$ cat src/rtl/pipeline_pkg.sv
`default_nettype none
// ============================================================================
// Module   : pipeline_pkg
// Purpose  : Shared memory-stage types, defaults and the counter width helper.
// Revision : 1.0  initial release
// ============================================================================
package pipeline_pkg;

   localparam int DMEM_TIMEOUT_DEFAULT = 255;

   typedef enum logic [0:0] {
      IDLE = 1'b0,
      WAIT = 1'b1
   } mem_state_t;

   // Wait counter is at least 8 bits and always wide enough to reach the timeout.
   function automatic int cnt_width(input int timeout);
      int w;
      w = $clog2(timeout + 1);
      return (w < 8) ? 8 : w;
   endfunction

endpackage
`default_nettype wire

$ cat src/rtl/RegM.sv
`default_nettype none
// ============================================================================
// Module   : RegM
// Purpose  : M/W pipeline register with bubble insertion and async reset.
// Revision : 1.0  initial release
// ============================================================================
module RegM (
   input  logic        clk,
   input  logic        rst_n,
   input  logic        bubble,
   input  logic        reg_write_m,
   input  logic        result_src_m,
   input  logic [31:0] alu_result_m,
   input  logic [4:0]  rd_m,
   input  logic        load_done,
   input  logic [31:0] load_data,
   input  logic        mem_err,
   output logic        RegWriteW,
   output logic        ResultSrcW,
   output logic [31:0] ALUResultW,
   output logic [31:0] ReadDataW,
   output logic [4:0]  RdW,
   output logic        MemErrW
);

   always_ff @(posedge clk or negedge rst_n) begin
      if (!rst_n) begin
         RegWriteW  <= 1'b0;
         ResultSrcW <= 1'b0;
         ALUResultW <= 32'd0;
         ReadDataW  <= 32'd0;
         RdW        <= 5'd0;
         MemErrW    <= 1'b0;
      end else begin
         MemErrW <= mem_err;
         if (load_done) begin
            ReadDataW <= load_data;
         end
         // A bubble kills the control bits but leaves the data fields untouched.
         if (bubble) begin
            RegWriteW  <= 1'b0;
            ResultSrcW <= 1'b0;
         end else begin
            RegWriteW  <= reg_write_m;
            ResultSrcW <= result_src_m;
            ALUResultW <= alu_result_m;
            RdW        <= rd_m;
         end
      end
   end

endmodule
`default_nettype wire

$ cat src/rtl/mem_stage.sv
`default_nettype none
// ============================================================================
// Module   : mem_stage
// Purpose  : Pipeline memory stage: dmem handshake FSM, timeout, M/W register.
// Revision : 1.0  initial release
// ============================================================================
module mem_stage
   import pipeline_pkg::*;
#(
   parameter int TIMEOUT = DMEM_TIMEOUT_DEFAULT
) (
   input  logic        clk,
   input  logic        rst_n,
   input  logic        ValidM,
   input  logic        RegWriteM,
   input  logic        ResultSrcM,
   input  logic        MemWriteM,
   input  logic [31:0] ALUResultM,
   input  logic [31:0] WriteDataM,
   input  logic [4:0]  RdM,
   output logic        dmem_req,
   output logic        dmem_we,
   output logic [31:0] dmem_addr,
   output logic [31:0] dmem_wdata,
   input  logic        dmem_ready,
   input  logic [31:0] dmem_rdata,
   output logic        StallM,
   output logic        RegWriteW,
   output logic        ResultSrcW,
   output logic [31:0] ALUResultW,
   output logic [31:0] ReadDataW,
   output logic [4:0]  RdW,
   output logic        MemErrW
);

   localparam int               CNT_W     = cnt_width(TIMEOUT);
   localparam logic [CNT_W-1:0] c_TIMEOUT = CNT_W'(TIMEOUT);
   localparam logic [CNT_W-1:0] c_ONE     = CNT_W'(1);

   mem_state_t       r_state;
   mem_state_t       w_state_nx;
   logic [CNT_W-1:0] r_cnt;
   logic [CNT_W-1:0] w_cnt_nx;

   logic w_mem_op;
   logic w_misaligned;
   logic w_req;
   logic w_stall;
   logic w_abandon;
   logic w_load_done;
   logic w_reg_write;

   assign w_mem_op     = ValidM & (ResultSrcM | MemWriteM);
   assign w_misaligned = w_mem_op & (ALUResultM[1:0] != 2'b00);

   always_ff @(posedge clk or negedge rst_n) begin
      if (!rst_n) begin
         r_state <= IDLE;
         r_cnt   <= '0;
      end else begin
         r_state <= w_state_nx;
         r_cnt   <= w_cnt_nx;
      end
   end

   always_comb begin
      w_state_nx = r_state;
      w_cnt_nx   = r_cnt;
      w_req      = 1'b0;
      w_stall    = 1'b0;
      w_abandon  = 1'b0;
      case (r_state)
         IDLE: begin
            if (w_misaligned) begin
               w_abandon = 1'b1;
            end else if (w_mem_op) begin
               w_req = 1'b1;
               if (!dmem_ready) begin
                  w_state_nx = WAIT;
                  w_cnt_nx   = c_ONE;
                  w_stall    = 1'b1;
               end
            end
         end
         WAIT: begin
            w_req = 1'b1;
            if (dmem_ready) begin
               w_state_nx = IDLE;
               w_cnt_nx   = '0;
            end else if (r_cnt >= c_TIMEOUT) begin
               // Give up: release the pipeline and flag the error next cycle.
               w_state_nx = IDLE;
               w_cnt_nx   = '0;
               w_abandon  = 1'b1;
            end else begin
               w_cnt_nx = r_cnt + c_ONE;
               w_stall  = 1'b1;
            end
         end
         default: begin
            w_state_nx = IDLE;
            w_cnt_nx   = '0;
         end
      endcase
   end

   // Gating with rst_n drops the request and stall as soon as reset asserts.
   assign dmem_req    = w_req & rst_n;
   assign StallM      = w_stall & rst_n;
   assign dmem_we     = MemWriteM;
   assign dmem_addr   = ALUResultM;
   assign dmem_wdata  = WriteDataM;

   assign w_load_done = w_req & dmem_ready & ResultSrcM;
   assign w_reg_write = RegWriteM & ValidM & ~w_abandon;

   RegM u_regm (
      .clk          (clk),
      .rst_n        (rst_n),
      .bubble       (w_stall),
      .reg_write_m  (w_reg_write),
      .result_src_m (ResultSrcM),
      .alu_result_m (ALUResultM),
      .rd_m         (RdM),
      .load_done    (w_load_done),
      .load_data    (dmem_rdata),
      .mem_err      (w_abandon),
      .RegWriteW    (RegWriteW),
      .ResultSrcW   (ResultSrcW),
      .ALUResultW   (ALUResultW),
      .ReadDataW    (ReadDataW),
      .RdW          (RdW),
      .MemErrW      (MemErrW)
   );

endmodule
`default_nettype wire

$ cat config.mk
export PLATFORM = sky130hd
export DESIGN_NAME = mem_stage
export DESIGN_NICKNAME = d
export VERILOG_FILES = /design/src/rtl/pipeline_pkg.sv /design/src/rtl/RegM.sv /design/src/rtl/mem_stage.sv
export SDC_FILE = /design/constraint.sdc
export NUM_CORES = 1
export LEC_CHECK = 0
export BUFFER_PORTS_ARGS = -buffer_cell sky130_fd_sc_hd__buf_2
export CORE_UTILIZATION = 39
export CTS_BUF_LIST = sky130_fd_sc_hd__clkbuf_4 sky130_fd_sc_hd__clkbuf_8
export DETAILED_ROUTE_END_ITERATION = 8
export GPL_TIMING_DRIVEN = 1
export PLACE_DENSITY = 0.85
export SYNTH_ARGS = -nofsm -noshare
export SYNTH_HDL_FRONTEND = slang
export SYNTH_SLANG_ARGS = --single-unit
$ cat constraint.sdc
create_clock -name clk -period 2.1 [get_ports clk]
set_input_delay 0.315 -clock clk [delete_from_list [all_inputs] [get_ports clk]]
set_output_delay 0.315 -clock clk [all_outputs]
set_load 0.02 [all_outputs]
# Word level (Yosys, flattened, before mapping)
# Cells that the tools add are included.
[totals]
memories = 0
ramBits = 0
regBits = 81
latchBits = 0
mem_bits_ro = 0
word_cells = 47
output_inout_bits = 139
input_bits = 108
[classes]
shift = 0
n_addsub = 1
mul = 0
n_mux = 21
reduce_logical = 2
n_lt_le_gt_ge = 1
eq_ne = 3
bitwise_logic = 11
div = 0
[op_table]
columns = ["operator", "n"]
rows = [
  ["$mux 8", 5],
  ["$pmux 8 s2", 1],
  ["$mux 1", 12],
  ["$add 8x1->8 const B", 1],
  ["$and 1x1->1", 8],
  ["$ge 8x8->1 const B", 1],
  ["$ne 2x2->1 const B", 3],
  ["$pmux 1 s2", 3],
  ["$reduce_and 3->1", 1],
  ["$not 1->1", 2],
  ["$reduce_bool 2->1", 1],
  ["$or 1x1->1", 1],
]

# Longest topological paths before layout
[depth]
depth_word = 8
ltp_mapped = 6
depth_no_buf = 5

# Hierarchy
# Synthesis repeated with hierarchy kept, for this count alone.
[hier_totals]
hier_cells = 278
area_unflattened_um2 = 3759.9
[modules_own_cells]
columns = ["module", "area_each_um2", "seq_area_each_um2", "cells_each", "instances"]
rows = [
  ["RegM", 2712.6, 1801.7, 151, 1],
  ["mem_stage", 1047.3, 225.2, 127, 1],
]

# Worst setup path before layout
# No wires, ideal clock.
[synth_path]
path_type = "reg2out"
from = "register r_cnt[0]"
to = "output port StallM"
path_buffers = 1
t_arrival_ns = 1.741
t_required_ns = 1.785
slack_ns = 0.044
path_stages_with_launch = 7
path_cell_list = "dfrtp_1 > ha_1 > and4_4 > and4_4 > a211oi_4 > buf_6 > and2_1"
[synth_between]
elab_chain_cells = 5
[synth_rtl]
columns = ["element", "line_no", "source"]
rows = [
  ["from (decl)", "mem_stage.sv:42", "logic [CNT_W-1:0] r_cnt;"],
  ["from (signal assigned)", "mem_stage.sv:62", "r_cnt <= w_cnt_nx;"],
  ["$ge 8x8->1", "mem_stage.sv:90", "end else if (r_cnt >= c_TIMEOUT) begin"],
  ["$mux 1", "mem_stage.sv:90", ""],
  ["$mux 1", "mem_stage.sv:87", "if (dmem_ready) begin"],
  ["$pmux 1 s2", "mem_stage.sv:72", "case (r_state)"],
  ["net u_regm.bubble", "RegM.sv:10", "input logic bubble,"],
  ["$and 1x1->1", "mem_stage.sv:109", "assign StallM = w_stall & rst_n;"],
  ["to (decl)", "mem_stage.sv:27", "output logic StallM,"],
]
# The timed path passes the listed nets, and every way through them passes these cells.

# Worst setup path after layout
[layout_path]
from = "register r_cnt[1]"
to = "output port StallM"
[layout_between]
elab_chain_cells = 5
[layout_rtl]
columns = ["element", "line_no"]
rows = [
  ["$ge 8x8->1", "mem_stage.sv:90"],
  ["$mux 1", "mem_stage.sv:90"],
  ["$mux 1", "mem_stage.sv:87"],
  ["$pmux 1 s2", "mem_stage.sv:72"],
  ["$and 1x1->1", "mem_stage.sv:109"],
]
# No other way between the ends.

==> metrics.txt <==
Clock Latency Late Sink=340 ps; Num CTS Buffers=9; Worst-path clk slew=90 ps; Core ar.=9200 sq um; max_slew headroom=58.6%; via count=roughly 2500; Achievable Freq=469 MHz; hpwl dp=5.87 mm; pre-CTS setup slack=between 15 and 20 ps; Min Clock Period, post-route=2130 ps; Max Slew Vio Count=0; Max FO, Critical Path=2; worst hold path type=primary input to asynchronous set/reset pin; routability congestion estimate=0.777; final WL=approximately 7.9 mm; met3 Usage GRT=4.50%; input/output buffers=182; number of global-route vias before repair=2517; CP required=1780 ps; gr usage total=15.8%; initial antenna violation count=1; syn avg cell area=approximately 13 sq um; I/O pin count=between 200 and 250; Clock Skews=13.5 ps; final worst slack=-30.8 ps; Warnings, synthesis=0; WL per Instance=15.1 um; final setup vio count=1; Die Ht=a little under 100 um; WP data arrival=1820 ps; r2r worst-path depth=7; LEAKAGE=2.30 nW; Final Cell Area=4560 sq um; Area after DPL=4270 sq um; grt ovf=0; CTS tree=done; Final Power=4.25 mW; Power Dens Cells=931 nW/um^2; unrepaired setup endpoints after global routing=true; clock root cell=clkbuf_8; outcome=finished with violations; Die ar.=slightly below 10000 sq um; Synth area leader=dfrtp_1; die span in x=~100 um; Vias/cell=4.80; kind of critical path=flip-flop to primary output; pin count of the biggest net entering global routing=50; Max VDD drop=0.378 mV; Site Rows=35; GR Util met2=between 20 and 30%; DR iter-0 viols=40; drt pass-1 iters=4; most numerous cell in the Yosys netlist=dfrtp_1; syn_nets=approximately 380; cts hold-fix bufs=0; area delta synth->final=23.8%; H-tree depth=3; clock buffer depth=2; #FFs+latches synth=81; Unique masters post-synth=28; nets=approximately 520; ys flop type=dfrtp_1; antenna-violating nets left=0; top post-synthesis cells by area=dfrtp_1, mux2_2, buf_4; post-synthesis sequential area ratio=55.1%; ratio of cells with drive above 1 in the final layout=68.0%; crit path capture type=primary output; Post-route DRC=0; area share of the leading cell type in the synthesized netlist=about 55%; final period utilization=101%; Max Cap Violations=0; Post-Synthesis Cells=274; GRT busiest layer=met2; failing checks=negative setup slack; total clock sinks=81; startpoint class of the critical path=flip-flop; first-pass GRT wire length=between 10 and 15 mm; synth cell count leaders=dfrtp_1, buf_4, mux2_2; final hold vios=0; slew of the pin with the lowest slew margin=621 ps; number of flops mapped to enable cells by yosys=0; Starting Density=40.0%; GR Util met1=between 10% and 20%; Post-Syn Area=3680 sq um; Synth async-reset ratio=100%
stage by stage:
stage               utilization [%]  hold slack, ps  std cells  TNS [ps]
floorplan                         -            19.4        274         0
global placement               46.5             379        504         0
detailed placement             46.5             392        504         0
CTS                            49.2            6.61        525     -10.2
global route                   49.6            26.6        527      -109
finish                         49.6            10.9        527     -30.8
metal layers:
| metal | routed length [um] | vias to the layer above |
|---|---|---|
| li1 | - | 1156 |
| met1 | 3160 | 1228 |
| met2 | 4090 | 134 |
| met3 | 596 | 13 |
| met4 | 100 | 0 |
| met5 | 0 | - |
sequential cells by signal, summed over array words and instances (netlist names):
name / cells
r_cnt: 8
r_state: 1
u_regm.ALUResultW: 32
u_regm.MemErrW: 1
u_regm.RdW: 5
u_regm.ReadDataW: 32
u_regm.RegWriteW: 1
u_regm.ResultSrcW: 1
layout make-up:
class / count / area (sq um)
fillers: 814 / 4640
flip-flops and latches: 81 / 2030
repair buffers: 197 / 1060
inverters: 2 / 7.51
diodes: 1 / 2.50
clock inverters: 5 / 63.8
well taps: 111 / 139
clock buffers: 11 / 145
multi-input cells: 119 / 1110
worst max-delay path, cell delays in order, from the launching register on:
cell and delay, ps:
dfrtp_1 400, ha_2 190, and4_4 150, and4_4 200, a211oi_4 250, and2_4 190, buf_6 110
cells in the final DEF (no fill, tap or decap), types with 2 or more instances in the layout:
master	instances
buf_2	180
dfrtp_1	81
mux2_2	61
buf_4	14
clkbuf_8	10
o21ai_0	8
mux2_1	7
nor2_1	4
nor2b_1	4
a22o_1	4
nand2_1	4
nor3_1	3
nand2b_1	3
nand3_1	3
and4_4	2
inv_1	2
a21o_1	2
o31ai_1	2
clkinv_4	2
final timing paths:
kind | from | endpoint | slack, ps
max in group asynchronous | rst_n | u_regm.ALUResultW[8] | 1570
setup reg to reg | r_cnt[1] | u_regm.ALUResultW[12] | 50
hold reg to reg | u_regm.ReadDataW[26] | u_regm.ReadDataW[26] | 490
hold / removal | rst_n | r_cnt[3] | 10
min in group clk | RdM[0] | u_regm.RdW[0] | 180
setup / recovery | r_cnt[1] | StallM | -30
kinds of logic (layout without fill, tap and decap cells):
logic type	after synthesis	count (layout)	share of synthesized area, %
flip-flops	81	81	55.1
other	0	1	0
multiplexers	68	68	20.8
adder cells (fa/ha/maj)	1	1	0.340
AO/OA/AOI/OAI	23	23	4.66
buffers and inverters	74	215	15.1
AND/OR/NAND/NOR	27	27	4.04
report_power, final:
part           switching (mW)  leakage (nW)  internal [mW]
Sequential              0.127         0.980           1.81
Combinational           0.643          1.21          0.483
Clock                   0.574         0.104          0.604
repair_timing:
action | 4_1_cts | 5_1_grt
buffers inserted | 5 | 0
cloned | 0 | 1
resized for setup | 3 | 1
endpoints found under the setup margin | 2 | 13
pin swaps | 3 | 0
Note: power is estimated with default switching activity, not from simulation.
